[config.mk]
export PLATFORM = sky130hd
export DESIGN_NAME = mod_inv_seq
export DESIGN_NICKNAME = d
export VERILOG_FILES = /design/src/rtl/mod_inv_pkg.sv /design/src/rtl/mod_inv_step.sv /design/src/rtl/mod_inv_seq.sv
export SDC_FILE = /design/constraint.sdc
export NUM_CORES = 1
export LEC_CHECK = 0
export CORE_ASPECT_RATIO = 1.2
export CORE_UTILIZATION = 60
export DETAILED_ROUTE_END_ITERATION = 8
export DONT_BUFFER_PORTS = 1
export PLACE_DENSITY_LB_ADDON = 0.25
export SYNTH_ARGS = -nofsm -noshare
export SYNTH_HDL_FRONTEND = slang
export SYNTH_SLANG_ARGS = --single-unit
[constraint.sdc]
create_clock -name clk -period 4.1 [get_ports clk]
set_clock_uncertainty 0.05 [all_clocks]
set_input_delay 1.23 -clock clk [delete_from_list [all_inputs] [get_ports clk]]
set_output_delay 1.23 -clock clk [all_outputs]
set_load 0.005 [all_outputs]
[src/rtl/mod_inv_pkg.sv]
// Shared definitions for the sequential modular-inverse engine.
//   state_t        FSM encoding (IDLE, CALC, DONE)
//   max_iter(w)    worst-case CALC cycles for a w-bit job (4*w+2)
//   FIXED_LAT_OFS  extra cycle on top of max_iter in the fixed-latency build
package mod_inv_pkg;

  typedef enum logic [1:0] {IDLE, CALC, DONE} state_t;

  localparam int FIXED_LAT_OFS = 1;

  function automatic int max_iter(input int w);
    return 4 * w + 2;
  endfunction

endpackage

[src/rtl/mod_inv_step.sv]
// One iteration of binary extended Euclid, purely combinational.
// Invariants kept by the caller: x1*a == u and x2*a == v (mod m), x1,x2 in [0,m-1].
//   u, v, x1, x2, m   current state and (odd) modulus
//   u_nxt..x2_nxt     state after this step (unchanged when done)
//   done              job finished this step
//   err               finished with no inverse (gcd > 1)
//   res               inverse when done && !err, else 0
module mod_inv_step #(
  parameter int IP_WIDTH = 6
) (
  input  logic [IP_WIDTH-1:0] u,
  input  logic [IP_WIDTH-1:0] v,
  input  logic [IP_WIDTH-1:0] x1,
  input  logic [IP_WIDTH-1:0] x2,
  input  logic [IP_WIDTH-1:0] m,
  output logic [IP_WIDTH-1:0] u_nxt,
  output logic [IP_WIDTH-1:0] v_nxt,
  output logic [IP_WIDTH-1:0] x1_nxt,
  output logic [IP_WIDTH-1:0] x2_nxt,
  output logic [IP_WIDTH-1:0] res,
  output logic                done,
  output logic                err
);

  // x/2 mod m; m is odd, so an odd x is made even by adding m first.
  function automatic logic [IP_WIDTH-1:0] half(input logic [IP_WIDTH-1:0] x,
                                               input logic [IP_WIDTH-1:0] md);
    if (!x[0]) return x >> 1;
    return IP_WIDTH'(({1'b0, x} + {1'b0, md}) >> 1);
  endfunction

  // (a-b) mod m for a,b in [0,m-1]; the extra bit is the borrow.
  function automatic logic [IP_WIDTH-1:0] mod_sub(input logic [IP_WIDTH-1:0] a,
                                                  input logic [IP_WIDTH-1:0] b,
                                                  input logic [IP_WIDTH-1:0] md);
    logic [IP_WIDTH:0] d;
    d = {1'b0, a} - {1'b0, b};
    return d[IP_WIDTH] ? IP_WIDTH'(d + {1'b0, md}) : d[IP_WIDTH-1:0];
  endfunction

  localparam logic [IP_WIDTH-1:0] ONE = IP_WIDTH'(1);

  always_comb begin
    u_nxt  = u;
    v_nxt  = v;
    x1_nxt = x1;
    x2_nxt = x2;
    res    = '0;
    done   = 1'b0;
    err    = 1'b0;
    if (u == ONE) begin
      done = 1'b1;
      res  = x1;
    end else if (v == ONE) begin
      done = 1'b1;
      res  = x2;
    end else if (u == '0 || v == '0) begin
      done = 1'b1;
      err  = 1'b1;
    end else if (!u[0]) begin
      u_nxt  = u >> 1;
      x1_nxt = half(x1, m);
    end else if (!v[0]) begin
      v_nxt  = v >> 1;
      x2_nxt = half(x2, m);
    end else if (u >= v) begin
      u_nxt  = u - v;
      x1_nxt = mod_sub(x1, x2, m);
    end else begin
      v_nxt  = v - u;
      x2_nxt = mod_sub(x2, x1, m);
    end
  end

endmodule

[src/rtl/mod_inv_seq.sv]
// Sequential modular inverse: OUT_INV = IN_1^-1 mod IN_2, one Euclid step per cycle.
//   clk, rst        clock, synchronous active-high reset
//   in_valid/ready  operand handshake (ready only in IDLE)
//   IN_1, IN_2      value a and odd modulus m
//   out_valid/ready result handshake; result held until consumed
//   OUT_INV         inverse in [1,m-1], 0 on error
//   out_err         no inverse, or illegal operands (m<3, m even, a==0, a>=m)
// Build option MOD_INV_FIXED_LAT_EN: every job (legal or not) reports exactly
// 4*IP_WIDTH+3 cycles after the accept edge; otherwise latency is data dependent.
module mod_inv_seq
  import mod_inv_pkg::*;
#(
  parameter int IP_WIDTH = 6
) (
  input  logic                clk,
  input  logic                rst,
  input  logic                in_valid,
  output logic                in_ready,
  input  logic [IP_WIDTH-1:0] IN_1,
  input  logic [IP_WIDTH-1:0] IN_2,
  output logic                out_valid,
  input  logic                out_ready,
  output logic [IP_WIDTH-1:0] OUT_INV,
  output logic                out_err
);

  localparam int W = IP_WIDTH;

  state_t       state;
  logic [W-1:0] m_r, u, v, x1, x2;
  logic [W-1:0] u_n, v_n, x1_n, x2_n, s_res;
  logic         s_done, s_err;
  logic         illegal;

  assign illegal = (IN_2 < W'(3)) || !IN_2[0] || (IN_1 == '0) || (IN_1 >= IN_2);

  mod_inv_step #(.IP_WIDTH(W)) u_step (
    .u(u), .v(v), .x1(x1), .x2(x2), .m(m_r),
    .u_nxt(u_n), .v_nxt(v_n), .x1_nxt(x1_n), .x2_nxt(x2_n),
    .res(s_res), .done(s_done), .err(s_err)
  );

`ifdef MOD_INV_FIXED_LAT_EN
  // The accept edge is one cycle of the total, the rest are spent in CALC.
  localparam int CALC_CYC = max_iter(W) + FIXED_LAT_OFS - 1;
  localparam int CW       = $clog2(CALC_CYC);
  logic [CW-1:0] cnt;
  logic          fin;   // algorithm finished, result parked until cnt expires
`endif

  always_ff @(posedge clk) begin
    if (rst) begin
      state     <= IDLE;
      in_ready  <= 1'b1;
      out_valid <= 1'b0;
      OUT_INV   <= '0;
      out_err   <= 1'b0;
      m_r       <= '0;
      u         <= '0;
      v         <= '0;
      x1        <= '0;
      x2        <= '0;
`ifdef MOD_INV_FIXED_LAT_EN
      cnt       <= '0;
      fin       <= 1'b0;
`endif
    end else begin
      case (state)
        IDLE: if (in_valid && in_ready) begin
          m_r      <= IN_2;
          u        <= IN_1;
          v        <= IN_2;
          x1       <= W'(1);
          x2       <= '0;
          in_ready <= 1'b0;
          OUT_INV  <= '0;
          out_err  <= illegal;
`ifdef MOD_INV_FIXED_LAT_EN
          cnt      <= '0;
          fin      <= illegal;
          state    <= CALC;
`else
          out_valid <= illegal;
          state     <= illegal ? DONE : CALC;
`endif
        end
        CALC: begin
`ifdef MOD_INV_FIXED_LAT_EN
          cnt <= cnt + 1'b1;
          if (!fin) begin
            if (s_done) begin
              fin     <= 1'b1;
              OUT_INV <= s_res;
              out_err <= s_err;
            end else begin
              u  <= u_n;
              v  <= v_n;
              x1 <= x1_n;
              x2 <= x2_n;
            end
          end
          if (cnt == CW'(CALC_CYC - 1)) begin
            state     <= DONE;
            out_valid <= 1'b1;
          end
`else
          if (s_done) begin
            state     <= DONE;
            out_valid <= 1'b1;
            OUT_INV   <= s_res;
            out_err   <= s_err;
          end else begin
            u  <= u_n;
            v  <= v_n;
            x1 <= x1_n;
            x2 <= x2_n;
          end
`endif
        end
        DONE: if (out_ready) begin
          state     <= IDLE;
          out_valid <= 1'b0;
          in_ready  <= 1'b1;
        end
        default: state <= IDLE;
      endcase
    end
  end

endmodule

==> impl_metrics.yaml <==
outcome:
  status: "finished with violations"
  violations: "design-rule violations"
power_and_ir_drop:
  swShare_pct: 45.90
  peakVddDrop_mv: 0.3334
  power.switching_uw: 1017
  intPower_uw: 1199
  cellLeakagePower_uw: 0.001801
  clockPowerShare_pct: 18.2
  pwr-share-comb_pct: 56.9
  p_seq_share_pct: 24.8
  power.density_nw_per_um2: 472.9
layout:
  drive_gt1_share_pct: 7.233
  layout_commonest_cell: "ha_1"
  fillers: 647
  num_antenna_cells: 0
  seqCellArea_sq_um: 820.8
  syn2layout_area_growth_pct: 4.085
  multiInputGateArea_sq_um: 3406
  mostFrequentLayoutCells: "ha_1 (53), a21oi_1 (50), inv_1 (46)"
  final_nets: 629
clock_tree:
  clkLatencyLatePin_ns: 0.30
  ctsLongestPathBuffers: 2
  cts_htree_levels: 2
  cts-root-buf: "clkbuf_8"
  cts_setup_buffers: 0
  cts.clk_slew.worst_paths_ns: 0.09
  cts_tree: "yes"
  cts_sinks: 41
  cts-buffers-inserted: 5
  hold_buffers: 0
  cts_resized: 0
sta:
  slew_headroom_pct: 42.46
  min_period_ns: 3.554
  fmax_mhz: 281.4
  finalWorstSetupSlack_ns: 0.5463
  hold_viol: 0
  drv_slew: 0
  setup_viol_count_final: 0
  worst_pin_slew_ns: 0.8558
  rsz0062_at_grt: "no"
  tns_ns: 0
  period_share_pct: 86.68
synth:
  syn_avg_cell_area_sq_um: 7.998
  synth_edf_count: 0
  yosys-top-cells-area: "dfxtp_1 (18%), ha_1 (15%), a21oi_1 (5.6%)"
  async_reset_ff_share_pct: 0
  syn-cell-area_sq_um: 4503
  synthFlopType: "dfxtp_1"
  synthDistinctLibCells: 76
  netlist.area_leader.share_pct: 18.23
  synth_fp_nets: 640
  ys_seq_area_share_pct: 18.23
  yosys.area.top_type: "dfxtp_1"
  syn_inst: 563
  yosys_warnings: 0
  ys_ff_latch: 41
worst_setup_path:
  crit_path_top_delay_cell: "dfxtp_1"
  crit_path_max_fanout: 11
  crit_family: "compound AO/OA/AOI/OAI gates"
  cp-end-kind: "flip-flop"
  cp_cell_sequence: "ha_1, inv_1, fa_1, a21o_1, a21oi_1, xnor2_1, ha_1, or3_1, a221oi_1, o31ai_1, a32o_1"
  critPathBufInv: 1
  start_kind: "flip-flop"
  cpMostUsedCell: "ha_1"
  max_stage_delay_ns: 0.64
  cp.required_ns: 4.25
  critPathArrivalTime_ns: 3.70
  criticalPathCategory: "reg -> reg"
place:
  place_congestion: 0.9019
  io_buffers: 0
  post-dp-hpwl_mm: 9.624
  dp_worst_setup_slack_ns: 0.6537
floorplanning:
  die_area_sq_um: 7857
  design.portCount: 25
  die_x_microns: 81.09
  start_util_pct: 61.90
  coreArea_sq_um: 7274
  num_rows: 34
  die_h_microns: 96.90
detailed_routing:
  wl_per_cell_microns: 19.60
  ant_nets: 0
  drcViolationCount: 1
  viasPerCell: 6.788
  drt_iter0_markers: 353
  totalWireLength_mm: 12.60
  vias: 4365
  dr.pass1.iters: 7
flow_run:
  cap_viol_max_count: 0
global_routing:
  grt_max_degree: 36
  grt_overflow: 0
  grt.total_usage_pct: 33.44
  grt_pass1_vias: 4206
  antenna_found_initial: 0
  grt_pass1_wl_mm: 20.44
worst_hold_path:
  min_path_type: "reg -> reg"
## routing by layer
| metal | share of wire [%] | track usage, % | vias up | wire length [microns] |
|---|---|---|---|---|
| li1 | - | - | 2058 | - |
| met1 | 41 | 40.56 | 2086 | 5213 |
| met2 | 49 | 55.14 | 181 | 6157 |
| met3 | 5.6 | 6.226 | 40 | 705 |
| met4 | 4.2 | 16.76 | 0 | 527 |
| met5 | 0 | 0 | - | 0 |
## worst register-to-register path: stages (launching register included)
cell and delay (ns):
dfxtp_1 0.64, ha_1 0.26, inv_1 0.06, fa_1 0.43, a21o_1 0.19, a21oi_1 0.24, xnor2_1 0.18, ha_1 0.30
or3_1 0.40, a221oi_1 0.33, o31ai_1 0.13, a32o_1 0.26
## worst paths after layout
check                                  to  cells after the start  slack (ns)       from
worst min register to register  out_valid                      2        0.45  out_valid
worst min-delay path            out_valid                      2        0.45  out_valid
worst max register to register      x1[4]                     11        0.55      x2[0]
worst max-delay path                x1[4]                     11        0.55      x2[0]
## state kept, by name, summed over array words and instances, names as in the netlist
name       flops
out_err        1
u              6
in_ready       1
OUT_INV        6
out_valid      1
v              6
x2             6
state          2
m_r            6
x1             6
## cell families after synthesis
kind of cell,count (synthesis),synth area share (%)
AO/OA/AOI/OAI,202,32.48
flip-flops,41,18.23
buffers and inverters,70,6.141
adder cells (fa/ha/maj),61,18.28
XOR/XNOR,16,3.112
multiplexers,16,3.695
AND/OR/NAND/NOR,157,18.06
## power groups by stage
| stage | clock network, uW | registers, uW | logic, uW |
|---|---|---|---|
| 6_report | 404 | 550 | 1260 |
| 5_1_grt | 421 | 557 | 1390 |
| 4_1_cts | 406 | 547 | 1240 |
| 3_5_place_dp | 0 | 556 | 1240 |
| 3_3_place_gp | 0 | 554 | 1190 |
| 2_1_floorplan | 0 | 523 | 1010 |
## cell usage after synthesis, types with 8 or more instances
master	n
clkbuf_1	16
xnor2_1	12
a211oi_1	10
inv_1	46
fa_1	8
o21a_1	9
ha_1	53
a21oi_1	50
dfxtp_1	41
a21o_1	10
nor3b_1	8
nor2b_1	16
nor2_1	42
o21ai_0	31
nor3_1	8
nand2_1	41
a22o_1	8
mux2i_1	11
## per-stage QoR
| stage | total power (uW) | hold slack, ns | instance area (sq um) | std cells | util (%) |
|---|---|---|---|---|---|
| floorplan | 1531 | 0.4025 | 4503 | 563 | - |
| global placement | 1747 | 0.4302 | 4549 | 635 | 62.54 |
| detailed placement | 1794 | 0.4443 | 4549 | 635 | 62.54 |
| CTS | 2197 | 0.4595 | 4687 | 643 | 64.43 |
| global route | 2364 | 0.4901 | 4687 | 643 | 64.43 |
| finish | 2216 | 0.4462 | 4687 | 643 | 64.43 |
## cell type report
type,instances,share of cell area (%)
timing repair buffer,4,0.6407
tap,90,2.403
sequential,41,17.51
inverter,48,3.844
clock buffer,5,1.468
multi-input combinational,452,72.66
clock inverter,3,1.468
Note: power is estimated with default switching activity, not from simulation.
